File: src/rtl/step_seq_pkg.sv
// Shared constants and encodings for the step-sequencer grid cursor.
package step_seq_pkg;

   localparam int GRID_N = 12;
   localparam int PITCH  = 33;
   localparam int X0     = 214;
   localparam int Y0     = 32;

   typedef enum logic [2:0] {
      INIT_HI, INIT_LO, IDLE, REQ, WAIT_HI, WAIT_LO
   } fsm_e;

   typedef enum logic [2:0] {
      DIR_NONE, DIR_UP, DIR_DOWN, DIR_LEFT, DIR_RIGHT
   } dir_e;

   // Collapse simultaneous button pulses to one move: up > down > left > right.
   function automatic dir_e pick_dir(input logic up, input logic down,
                                     input logic left, input logic right);
      if (up)         return DIR_UP;
      else if (down)  return DIR_DOWN;
      else if (left)  return DIR_LEFT;
      else if (right) return DIR_RIGHT;
      else            return DIR_NONE;
   endfunction

   function automatic logic [9:0] pix_x(input logic [3:0] col);
      return 10'(X0) + 10'(col) * 10'(PITCH);
   endfunction

   function automatic logic [8:0] pix_y(input logic [3:0] row);
      return 9'(Y0) + 9'(row) * 9'(PITCH);
   endfunction

endpackage

File: src/rtl/draw_done_det.sv
// Watches the vga_display busy flag: reports it high, and reports completion
// only after two consecutive low samples so the one-cycle dip between the
// cursor and box phases is never mistaken for the end of a draw.
module draw_done_det (
   input  logic clk,
   input  logic rst_n,
   input  logic drawing,
   output logic high,
   output logic done
);
   logic low_q;

   // Remember whether the previous edge sampled drawing low.
   always_ff @(posedge clk or negedge rst_n) begin
      if (!rst_n) low_q <= 1'b0;
      else        low_q <= ~drawing;
   end

   assign high = drawing;
   assign done = ~drawing & low_q;
endmodule

File: src/rtl/grid_cursor_ctrl.sv
// Cursor/pattern owner for the 12x12 step grid; initiator of draw requests
// toward vga_display.
module grid_cursor_ctrl
   import step_seq_pkg::*;
(
   input  logic         CLOCK_50,
   input  logic         nReset,
   input  logic         btn_up,
   input  logic         btn_down,
   input  logic         btn_left,
   input  logic         btn_right,
   input  logic         btn_toggle,
   input  logic         drawing,
   output logic         draw_enable,
   output logic [9:0]   X,
   output logic [8:0]   Y,
   output logic [9:0]   OLD_X,
   output logic [8:0]   OLD_Y,
   output logic         state,
   output logic [3:0]   cursor_col,
   output logic [3:0]   cursor_row,
   output logic [143:0] pattern
);
   localparam logic [3:0] LAST = 4'(GRID_N - 1);

   fsm_e         fsm;
   dir_e         pend;
   dir_e         fresh_dir;
   dir_e         mv_dir;
   logic         drw_high;
   logic         drw_done;
   logic         toggle_en;
   logic [7:0]   cur_idx;
   logic [143:0] pat_tog;
   logic [3:0]   nxt_col;
   logic [3:0]   nxt_row;

   draw_done_det u_done (
      .clk     (CLOCK_50),
      .rst_n   (nReset),
      .drawing (drawing),
      .high    (drw_high),
      .done    (drw_done)
   );

   // A fresh pulse outranks (and discards) an older pending move.
   assign fresh_dir = pick_dir(btn_up, btn_down, btn_left, btn_right);
   assign mv_dir    = (fresh_dir != DIR_NONE) ? fresh_dir : pend;

   // Toggles are dropped while the initial full-screen draw is running.
   assign toggle_en = btn_toggle && (fsm != INIT_HI) && (fsm != INIT_LO);
   assign cur_idx   = 8'(cursor_row) * 8'(GRID_N) + 8'(cursor_col);
   assign pat_tog   = toggle_en ? (pattern ^ (144'(1) << cur_idx)) : pattern;

   // Next cursor cell with wrap-around at both grid edges.
   always_comb begin
      nxt_col = cursor_col;
      nxt_row = cursor_row;
      case (mv_dir)
         DIR_UP:    nxt_row = (cursor_row == 4'd0) ? LAST : cursor_row - 4'd1;
         DIR_DOWN:  nxt_row = (cursor_row == LAST) ? 4'd0 : cursor_row + 4'd1;
         DIR_LEFT:  nxt_col = (cursor_col == 4'd0) ? LAST : cursor_col - 4'd1;
         DIR_RIGHT: nxt_col = (cursor_col == LAST) ? 4'd0 : cursor_col + 4'd1;
         default:   ;
      endcase
   end

   // Handshake FSM, pattern register, pending move and registered draw outputs.
   always_ff @(posedge CLOCK_50 or negedge nReset) begin
      if (!nReset) begin
         fsm         <= INIT_HI;
         pend        <= DIR_NONE;
         draw_enable <= 1'b0;
         cursor_col  <= 4'd0;
         cursor_row  <= 4'd0;
         X           <= 10'(X0);
         Y           <= 9'(Y0);
         OLD_X       <= 10'(X0);
         OLD_Y       <= 9'(Y0);
         state       <= 1'b0;
         pattern     <= '0;
      end else begin
         draw_enable <= 1'b0;
         if (toggle_en) pattern <= pat_tog;
         case (fsm)
            INIT_HI: if (drw_high) fsm <= INIT_LO;
            INIT_LO: if (drw_done) fsm <= IDLE;
            IDLE: begin
               if (mv_dir != DIR_NONE) begin
                  OLD_X       <= X;
                  OLD_Y       <= Y;
                  state       <= pat_tog[cur_idx];
                  cursor_col  <= nxt_col;
                  cursor_row  <= nxt_row;
                  X           <= pix_x(nxt_col);
                  Y           <= pix_y(nxt_row);
                  pend        <= DIR_NONE;
                  draw_enable <= 1'b1;
                  fsm         <= REQ;
               end
            end
            REQ: begin
               if (fresh_dir != DIR_NONE) pend <= fresh_dir;
               fsm <= WAIT_HI;
            end
            WAIT_HI: begin
               if (fresh_dir != DIR_NONE) pend <= fresh_dir;
               if (drw_high) fsm <= WAIT_LO;
            end
            WAIT_LO: begin
               if (fresh_dir != DIR_NONE) pend <= fresh_dir;
               if (drw_done) fsm <= IDLE;
            end
            default: fsm <= INIT_HI;
         endcase
      end
   end
endmodule

File: config.mk
export PLATFORM = sky130hd
export DESIGN_NAME = grid_cursor_ctrl
export DESIGN_NICKNAME = d
export VERILOG_FILES = /design/src/rtl/step_seq_pkg.sv /design/src/rtl/draw_done_det.sv /design/src/rtl/grid_cursor_ctrl.sv
export SDC_FILE = /design/constraint.sdc
export NUM_CORES = 1
export LEC_CHECK = 0
export ABC_AREA = 0
export BUFFER_PORTS_ARGS = -buffer_cell sky130_fd_sc_hd__buf_2
export CAP_MARGIN = 40
export CELL_PAD_IN_SITES_DETAIL_PLACEMENT = 2
export CELL_PAD_IN_SITES_GLOBAL_PLACEMENT = 2
export CORE_ASPECT_RATIO = 0.5
export CORE_MARGIN = 1
export CORE_UTILIZATION = 30
export CTS_BUF_LIST = sky130_fd_sc_hd__clkbuf_4
export CTS_CLUSTER_SIZE = 8
export DETAILED_ROUTE_END_ITERATION = 7
export HOLD_SLACK_MARGIN = 0.12
export PLACE_DENSITY = 0.79
export SYNTH_ARGS = -nofsm -noshare
export SYNTH_HDL_FRONTEND = slang
export SYNTH_SLANG_ARGS = --single-unit
File: constraint.sdc
create_clock -name CLOCK_50 -period 5 [get_ports CLOCK_50]
set_input_delay 0.25 -clock CLOCK_50 [delete_from_list [all_inputs] [get_ports CLOCK_50]]
set_output_delay 0.25 -clock CLOCK_50 [all_outputs]
set_load 0.01 [all_outputs]
==> results.md, run 1 <==
STA:
- The final critical delay including setup and external delays is 4.82 ns.
- The max-slew violation total from the final report is 0.
- The hold violation count in the final report is 0.
- The maximum clock frequency is 207 MHz.
- The number of setup violations in the final report is 0.
- Setup repair after global routing left no endpoint under its margin.
- The ratio of final minimum period to clock period is 0.965.
- The final clock skew is 0.0352 ns.
- For the pin with the worst max-slew slack, the measured transition is 0.773 ns.
- Measured against its own limit, the worst slew margin works out to 0.471.
- Setup total negative slack on the finished layout was measured at 0 ns.

Clock tree:
- TritonCTS built the clock tree.
- The deepest clock path buffer count is 2.
- In this run the number of H-tree levels came out at 4.
- CTS saw 192 sinks.
- The source-to-sink clock delay at the later pin of the worst-skew pair is 0.67 ns.
- The post-CTS clock slew at the launch and capture registers of the worst setup and hold paths is 0.18 ns.
- The tree is rooted in a sky130_fd_sc_hd__clkbuf_4.
- The number of clock buffers added by TritonCTS is 17.

Worst hold path:
- The path class of the lowest-slack min-delay path is in -> async.

Final layout:
- The layout cell share with drive strength beyond 1 is 0.258.
- Relative to the synthesized area, the layout overhead comes to 21.8%.
- After the last flow step, the layout net total stands at 1527.
- After routing the design area is 13800 sq um.

Power:
- The standby leakage power is 6.80 nW.
- The total power of the final layout is 11.2 mW.
- The analysis attributes to net switching a power of 6.36 mW.
- The portion of total power attributed to the clock network is 0.078.
- The sequential share of power is 0.232.
- The combinational power share is 0.690.
- IR analysis of the VDD net gives a maximum drop of 313 uV.
- Dividing total power by cell area gives a power density of 816 nW/um^2.
- The internal portion of the total power is 4.87 mW.
- Of the total power, the share spent switching nets is 0.566.

Place:
- The routability congestion estimate from global placement is 0.980.
- The number of port buffers is 197.
- Summing all placed instances gives a cell area of 13400 sq um.
- The HPWL after detailed placement is 40700 microns.

GRT:
- Entering global routing, the biggest net connects 117 pins.
- The number of global-route vias before repair came to 12084.
- The global-route wire length before repair is 80000 microns.
- The total congestion overflow is 0.
- The number of antenna violations at the first check in global routing is 1.
- The total global-route track usage is 0.278.

Yosys:
- In the synthesized netlist the dominant register cell turns out to be sky130_fd_sc_hd__dfrtp_1.
- Synthesis instantiated 75 different standard cells from the library.
- After synthesis, the cell types taking the most area are sky130_fd_sc_hd__dfrtp_1 40%, sky130_fd_sc_hd__nand2_1 7.4%, sky130_fd_sc_hd__xnor2_1 6.4%.
- During synthesis, Yosys emitted a total of 0 warnings.
- After synthesis, the mean cell area works out to 9.17 sq um.
- The share of synthesized area in the top cell type comes to 0.399.
- The post-synthesis async set-or-reset flop share is 1.00.
- The area of the mapped netlist is 11300 sq um.
- The cell type with the highest aggregate area in the netlist is sky130_fd_sc_hd__dfrtp_1.
- The most frequent cell after synthesis is sky130_fd_sc_hd__nand2_1.
- The synthesized instance count is 1231.
- Of the synthesized area, sequential elements account for 0.427.
- Counting instances in the post-synthesis netlist gives the leading cell types as 224 x sky130_fd_sc_hd__nand2_1, 180 x sky130_fd_sc_hd__dfrtp_1, 82 x sky130_fd_sc_hd__xnor2_1, 79 x sky130_fd_sc_hd__nor2_1, 60 x sky130_fd_sc_hd__o21ai_0.
- The count of flip-flops with a built-in enable after synthesis is 0.
- Counting flops and latches in the post-synthesis netlist gives 192.

Floorplanning:
- The number of standard-cell rows in the floorplan is 49.
- The y dimension of the die is 139 microns.
- The initial cell density of the core is 0.310.
- The full die area is 38500 sq um.
- The area inside the core boundary is 36500 sq um.
- The number of ports placed on the die boundary is 200.
- The die width is 276 microns.

Drt:
- Wire segments on met2 add up to 24800 microns in the final route.
- The met1 layer wirelength in the final routing is 23800 microns.
- The routed wire length is 53200 microns.
- The routed wire length on met3 is 3660 microns.
- After detailed routing, the number of remaining DRC violations is 0.
- The final route contains 11328 vias.
- In this run, the number of DRC markers left after iteration 0 of detailed routing was 987.
- In this run the remaining antenna-violating nets after routing total 0.
- The ratio of routed vias to standard cells is 5.70.
- For this run, the detailed router's first-pass iteration total came to 5.
- The detailed router used layers up to and including met4.
- The average routed wire per standard cell is 26.7 microns.

Worst setup path:
- STA puts the critical path data required time at 5.57 ns.
- The peak fanout along the critical path is 6.
- The critical path capture point type is a flop.
- The critical path start-end classification is reg -> reg.
- STA classifies the critical path startpoint as a flop.
- Data on the critical path arrives at its endpoint at 5.40 ns.

Flow run:
- The reported max-cap violation count is 0.

Outcome:
- The run finished with clean final reports.
-- critical path, cell delays in order (launching register included) --
cell	delay, ns
sky130_fd_sc_hd__dfrtp_1	0.50
sky130_fd_sc_hd__inv_1	0.17
sky130_fd_sc_hd__ha_1	0.37
sky130_fd_sc_hd__ha_1	0.35
sky130_fd_sc_hd__a21o_1	0.28
sky130_fd_sc_hd__a21oi_1	0.54
sky130_fd_sc_hd__o21ai_0	0.43
sky130_fd_sc_hd__nor4_2	0.39
sky130_fd_sc_hd__buf_4	0.20
sky130_fd_sc_hd__xor2_1	0.07
sky130_fd_sc_hd__mux4_2	0.49
sky130_fd_sc_hd__o211ai_1	0.22
sky130_fd_sc_hd__buf_4	0.15
sky130_fd_sc_hd__o2111ai_1	0.09
sky130_fd_sc_hd__a211o_1	0.32
sky130_fd_sc_hd__a31o_1	0.18
-- registers in the layout (all words and copies together), names as in the netlist --
register,flops
OLD_Y,8
X,10
state,1
draw_enable,1
OLD_X,10
fsm,3
Y,8
pend,3
u_done.low_q,1
pattern,144
cursor_col,3
-- what timing repair did --
action                                  in CTS  in global routing
endpoints found under the setup margin       1                  1
hold endpoints to repair                    83                  0
pin swaps                                    0                  1
buffers inserted                             0                  4
gates resized for setup                      1                 10
gates cloned                                 0                  0
hold buffers                                 3                  0
-- logic make-up (layout without fill, tap and decap cells) --
logic type               count (synthesis)  in the layout  synth area share
AND/OR/NAND/NOR                        459            459             0.183
flip-flops                             192            192             0.427
AO/OA/AOI/OAI                          280            280             0.174
XOR/XNOR                               140            140             0.109
adder cells (fa/ha/maj)                 28             28            0.0330
multiplexers                            31             31            0.0362
buffers and inverters                  100            372            0.0373
other                                    1              3          0.000332
-- metrics by stage --
step	setup WS (ns)	util	hold WS (ns)	std cells
final	0.176	0.377	0.176	1989
after detailed placement	0.0617	0.367	0.348	1948
after global routing	0.0358	0.377	0.214	1989
after CTS	0.0306	0.375	0.132	1983
after floorplan	0.650	-	-0.0456	1232
after global placement	0.145	0.366	0.338	1946
-- power groups by stage --
stage	clock network, mW	logic (mW)	registers, mW
6_report	0.874	7.75	2.61
5_1_grt	0.958	8.12	2.68
4_1_cts	0.908	7.41	2.61
3_5_place_dp	0	7.35	2.64
3_3_place_gp	0	7.15	2.60
2_1_floorplan	0	3.77	2.70
-- placed cells by master, fill, tap and decap left out, types with 9 or more instances in the layout --
cell type                    n
sky130_fd_sc_hd__or2_2      10
sky130_fd_sc_hd__or3_1      22
sky130_fd_sc_hd__o211ai_1   22
sky130_fd_sc_hd__a31oi_1    15
sky130_fd_sc_hd__inv_1      31
sky130_fd_sc_hd__mux2i_1    15
sky130_fd_sc_hd__nor2b_1    10
sky130_fd_sc_hd__mux2_2      9
sky130_fd_sc_hd__buf_4     103
sky130_fd_sc_hd__clkbuf_4   17
sky130_fd_sc_hd__dfrtp_1   179
sky130_fd_sc_hd__nand2b_1    9
sky130_fd_sc_hd__a21oi_1    40
sky130_fd_sc_hd__nand3_1    26
sky130_fd_sc_hd__nand4_1    12
sky130_fd_sc_hd__dfstp_2    12
sky130_fd_sc_hd__nand2_1   224
sky130_fd_sc_hd__xor2_1     57
sky130_fd_sc_hd__nor2_1     79
sky130_fd_sc_hd__buf_2     196
sky130_fd_sc_hd__ha_1       25
sky130_fd_sc_hd__o21ai_0    59
sky130_fd_sc_hd__a211oi_1   24
sky130_fd_sc_hd__nor3_1     32
sky130_fd_sc_hd__xnor2_1    81
-- final cells by class --
| type | count | area (sq um) |
|---|---|---|
| multi-input cells | 940 | 6100 |
| inverters | 35 | 135 |
| clock inverters | 15 | 129 |
| clock buffers | 17 | 128 |
| flip-flops and latches | 192 | 4820 |
| diodes | 1 | 2.50 |
| fillers | 4041 | 22700 |
| well taps | 484 | 606 |
| repair buffers | 305 | 1830 |
-- routing by layer --
metal	GRT usage	vias up
met4	0.0729	0
met5	0	-
li1	-	4874
met3	0.0435	59
met1	0.387	5952
met2	0.448	443
-- path summary, 6_finish.rpt --
path	from	slack, ns	endpoint	cells past startpoint
max	Y[1]	0.18	state	15
min	nReset	0.18	Y[2]	2
max reg2reg	Y[1]	0.18	state	15
min reg2reg	OLD_X[4]	0.47	OLD_X[4]	2
max in group asynchronous	nReset	3.76	pattern[29]	3
min in group CLOCK_50	btn_down	0.22	pend[2]	6
No activity file was read; power rests on OpenSTA's default activity.
==> run 2: changes to the inputs <==
--- a/config.mk
+++ b/config.mk
@@ -5,7 +5,7 @@
 export SDC_FILE = /design/constraint.sdc
 export NUM_CORES = 1
 export LEC_CHECK = 0
-export ABC_AREA = 0
+export ABC_AREA = 1
 export BUFFER_PORTS_ARGS = -buffer_cell sky130_fd_sc_hd__buf_2
 export CAP_MARGIN = 40
 export CELL_PAD_IN_SITES_DETAIL_PLACEMENT = 2
@@ -17,7 +17,7 @@
 export CTS_CLUSTER_SIZE = 8
 export DETAILED_ROUTE_END_ITERATION = 7
 export HOLD_SLACK_MARGIN = 0.12
-export PLACE_DENSITY = 0.79
+export PLACE_DENSITY = 0.85
 export SYNTH_ARGS = -nofsm -noshare
 export SYNTH_HDL_FRONTEND = slang
 export SYNTH_SLANG_ARGS = --single-unit
==> results.md, run 2 <==
Yosys:
- Cell types with the largest area share after synthesis: sky130_fd_sc_hd__dfrtp_1 37%, sky130_fd_sc_hd__nand2_1 18%, sky130_fd_sc_hd__nand3_1 13% (was sky130_fd_sc_hd__dfrtp_1 40%, sky130_fd_sc_hd__nand2_1 7.4%, sky130_fd_sc_hd__xnor2_1 6.4%).
- The area of the mapped netlist is 12200 sq um (was 11300 sq um).
- The top cell type's share of synthesized area was 0.368 (was 0.399).
- The mean instance size in the synthesized netlist is 7.02 sq um (was 9.17 sq um).
- The sequential area share after synthesis was 0.394 (was 0.427).
- The prevailing post-synth register cell is sky130_fd_sc_hd__dfrtp_1 (unchanged).
- The most frequent cell after synthesis is sky130_fd_sc_hd__nand2_1 (unchanged).
- Most frequent cells after synthesis: 573 x sky130_fd_sc_hd__nand2_1, 313 x sky130_fd_sc_hd__nand3_1, 187 x sky130_fd_sc_hd__nor2_1, 180 x sky130_fd_sc_hd__dfrtp_1, 120 x sky130_fd_sc_hd__inv_1 (was 224 x sky130_fd_sc_hd__nand2_1, 180 x sky130_fd_sc_hd__dfrtp_1, 82 x sky130_fd_sc_hd__xnor2_1, 79 x sky130_fd_sc_hd__nor2_1, 60 x sky130_fd_sc_hd__o21ai_0).
- The post-synthesis async set-or-reset flop share was 1.00 (unchanged).
- The number of warnings issued by yosys is 0 (unchanged).
- The register bit count reported by yosys is 192 (unchanged).
- The synthesized instance count is 1742 (was 1231).
- The cell type with the highest aggregate area in the netlist is sky130_fd_sc_hd__dfrtp_1 (unchanged).
- The distinct cell type count after synthesis was 41 (was 75).
- The count of flip-flops with a built-in enable after synthesis is 0 (unchanged).

Final layout:
- The number of nets in the finished design came to 1935 (was 1527).
- The layout cell share with drive strength beyond 1 is 0.151 (was 0.258).
- The flip-flop count of the largest register after layout is 144 (unchanged).
- Commonest cells after routing, fill and taps aside: 572 x sky130_fd_sc_hd__nand2_1, 313 x sky130_fd_sc_hd__nand3_1, 196 x sky130_fd_sc_hd__buf_2 (was 224 x sky130_fd_sc_hd__nand2_1, 196 x sky130_fd_sc_hd__buf_2, 179 x sky130_fd_sc_hd__dfrtp_1).
- Largest registers: pattern x144, OLD_X x10, X x10 (unchanged).
- The register with the highest flop count is pattern (unchanged).
- The final core area utilization is 0.356 (was 0.377).
- The layout-stage area growth over the synthesis result is 15.1% (was 21.8%).
- The most common library cell in the layout ignoring fill and taps is sky130_fd_sc_hd__nand2_1 (unchanged).

Clock tree:
- The deepest clock path buffer count is 2 (unchanged).
- The TritonCTS clock tree was yes (unchanged).
- The source-to-sink clock delay at the later pin of the worst-skew pair is 0.72 ns (was 0.67 ns).
- The total number of clock tree sinks is 192 (unchanged).
- The buffers inserted during post-CTS setup optimization is 0 (unchanged).
- The post-CTS clock slew at the launch and capture registers of the worst setup and hold paths is 0.18 ns (about the same).
- The root cell of the clock tree is sky130_fd_sc_hd__clkbuf_4 (unchanged).
- The number of CTS-inserted buffers is 17 (unchanged).
- The number of levels in the clock H-tree is 4 (unchanged).

Worst setup path:
- The kind of launch point of the worst setup path is a flop (unchanged).
- The data required time of the worst path is 5.65 ns (was 5.57 ns).
- The critical path start-end classification is reg -> reg (unchanged).
- The arrival time at the worst endpoint is 5.02 ns (was 5.40 ns).
- The endpoint of the worst register-to-register path is state (unchanged).
- The worst-case reg-to-reg path depth came to 22 (was 15).
- The launch point of the worst reg-to-reg path is Y[0] (was Y[1]).
- The minimum setup slack among reg-to-reg paths is 0.63 ns (was 0.18 ns).
- The peak fanout along the critical path was 15 (was 6).
- The critical path capture point type is a flop (unchanged).

Floorplanning:
- The full die area is 41600 sq um (was 38500 sq um).
- The area inside the core boundary is 39500 sq um (was 36500 sq um).
- The die width was 288 microns (was 276 microns).
- The y dimension of the die is 145 microns (was 139 microns).
- The initial cell density of the core was 0.310 (about the same).
- The number of standard-cell rows in the floorplan is 51 (was 49).
- The number of ports placed on the die boundary is 200 (unchanged).

GRT:
- The number of antenna violations at the first check in global routing was 3 (was 1).
- The total congestion overflow is 0 (unchanged).
- The total global-route track usage is 0.252 (was 0.278).
- The largest net degree at the start of global routing is 109 (was 117).
- The global-route wire length before repair is 80300 microns (was 80000 microns).
- The number of global-route vias before repair was 14053 (was 12084).

STA:
- The transition time at the pin with the least slew margin came to 0.886 ns (was 0.773 ns).
- The hold violation count in the final report is 0 (unchanged).
- The total negative slack for setup checks is 0 ns (unchanged).
- The max-slew violation total from the final report is 0 (unchanged).
- Unrepaired setup endpoints after global routing: false (unchanged).
- The number of setup violations in the final report is 0 (unchanged).
- The ratio of final minimum period to clock period is 0.874 (was 0.965).
- The final critical delay including setup and external delays is 4.37 ns (was 4.82 ns).
- The maximum clock frequency was 229 MHz (was 207 MHz).
- The worst hold slack after final layout is 0.132 ns (was 0.176 ns).
- The relative slew slack was 0.409 (was 0.471).
- The final clock skew is 0.0348 ns (was 0.0352 ns).

Drt:
- The iteration count of the initial detailed-routing pass is 5 (unchanged).
- The final routed DRC violation total is 0 (unchanged).
- The average routed wire per standard cell is 21.0 microns (was 26.7 microns).
- The ratio of routed vias to standard cells was 5.27 (was 5.70).
- The total via count after detailed routing came to 12873 (was 11328).
- The remaining antenna violation count is 0 (unchanged).
- The detailed router's first-iteration violation count came to 741 (was 987).
- The routed wire length is 51400 microns (was 53200 microns).

Place:
- The number of port buffers is 197 (unchanged).
- The routability congestion estimate from global placement is 0.925 (was 0.980).
- The HPWL after detailed placement is 37500 microns (was 40700 microns).

Power:
- The total power of the final layout is 9.88 mW (was 11.2 mW).
- The standby leakage power is 7.47 nW (was 6.80 nW).
- The total power per unit cell area is 702 nW/um^2 (was 816 nW/um^2).
- The peak ir drop on the vdd network came to 397 uV (was 313 uV).

Flow run:
- The reported max-cap violation count is 0 (unchanged).

Worst hold path:
- The path class of the lowest-slack min-delay path is in -> async (unchanged).

Outcome:
- Status: finished, final reports clean (unchanged).
-- run 2: cell types whose count changed after synthesis, moves of 18 or more --
cell | before | now
sky130_fd_sc_hd__clkbuf_1 | 42 | 24
sky130_fd_sc_hd__nor3_1 | 32 | 7
sky130_fd_sc_hd__nand2_1 | 224 | 573
sky130_fd_sc_hd__xnor2_1 | 82 | 7
sky130_fd_sc_hd__xor2_1 | 57 | 18
sky130_fd_sc_hd__nand3_1 | 26 | 313
sky130_fd_sc_hd__nor2_1 | 79 | 187
sky130_fd_sc_hd__inv_1 | 31 | 120
sky130_fd_sc_hd__a211oi_1 | 24 | 0
sky130_fd_sc_hd__nand3b_1 | 0 | 92
sky130_fd_sc_hd__a21oi_1 | 40 | 15
sky130_fd_sc_hd__or3_1 | 22 | 0
sky130_fd_sc_hd__o21ai_0 | 60 | 37
-- run 2: how the worst max path moves through the flow --
stage,slack [ns],startpoint,endpoint
after CTS,0.66,Y[0],state
after global routing,0.16,Y[0],state
after floorplan,1.47,X[0],X[9]
final,0.63,Y[0],state
after global placement,0.88,Y[0],state
after detailed placement,0.74,Y[0],state
-- run 2: cell families after synthesis --
family / count (synthesis) / share of synthesized area
DFF: 192 / 0.394
buffers and inverters: 218 / 0.0822
adders and majority gates: 28 / 0.0305
AOI/OAI and AO/OA: 84 / 0.0410
and+or+nand+nor: 1194 / 0.434
xor gates and xnor gates: 25 / 0.0179
other: 1 / 0.000307
-- run 2: area by class of cell --
type,count,area (sq um)
multi-input combinational,1333,6410
fill,4849,25400
clock inverter,15,208
clock buffer,17,128
sequential,192,4820
tap,530,663
timing repair buffer,232,1380
antenna,2,5.00
inverter,123,462
-- run 2: through the flow --
| step | std cells | instance area (sq um) | setup slack [ns] |
|---|---|---|---|
| finish | 2444 | 14100 | 0.630 |
| global route | 2444 | 14100 | 0.163 |
| CTS | 2442 | 14100 | 0.661 |
| detailed placement | 2404 | 13700 | 0.737 |
| global placement | 2402 | 13600 | 0.884 |
| floorplan | 1743 | 12200 | 1.47 |
-- run 2: routing by layer --
layer  track usage  wire, microns  vias up
li1              -              -     5916
met1         0.321          22900     6645
met3        0.0431           2060       61
met2         0.439          25500      251
met4        0.0697            914        0
met5             0              0        -
-- run 2: timing repair --
item | in CTS | in global routing
hold endpoints to repair | 90 | 0
gates resized for setup | 0 | 0
hold buffers | 6 | 0
-- run 2: critical path: stages, from the launching register on --
cell and delay [ns]:
sky130_fd_sc_hd__dfrtp_1 0.57, sky130_fd_sc_hd__inv_1 0.16, sky130_fd_sc_hd__ha_1 0.36, sky130_fd_sc_hd__inv_1 0.09, sky130_fd_sc_hd__fa_1 0.39, sky130_fd_sc_hd__nor2_1 0.14
sky130_fd_sc_hd__inv_1 0.09, sky130_fd_sc_hd__nand2_2 0.08, sky130_fd_sc_hd__inv_1 0.04, sky130_fd_sc_hd__buf_4 0.20, sky130_fd_sc_hd__a21oi_2 0.49, sky130_fd_sc_hd__nand3_1 0.33
sky130_fd_sc_hd__o21bai_1 0.25, sky130_fd_sc_hd__nand2_1 0.10, sky130_fd_sc_hd__nand2_1 0.08, sky130_fd_sc_hd__nand3_1 0.10, sky130_fd_sc_hd__nand3_1 0.16, sky130_fd_sc_hd__nand3_1 0.09
sky130_fd_sc_hd__a21oi_1 0.26, sky130_fd_sc_hd__nor2_1 0.08, sky130_fd_sc_hd__nand2_1 0.06, sky130_fd_sc_hd__nand3_1 0.07, sky130_fd_sc_hd__a21oi_1 0.13
-- run 2: power breakdown --
group          total [mW]  internal [mW]  switching (mW)
logic                6.16           1.88            4.28
clock network        1.07          0.405           0.668
registers            2.65           2.11           0.537
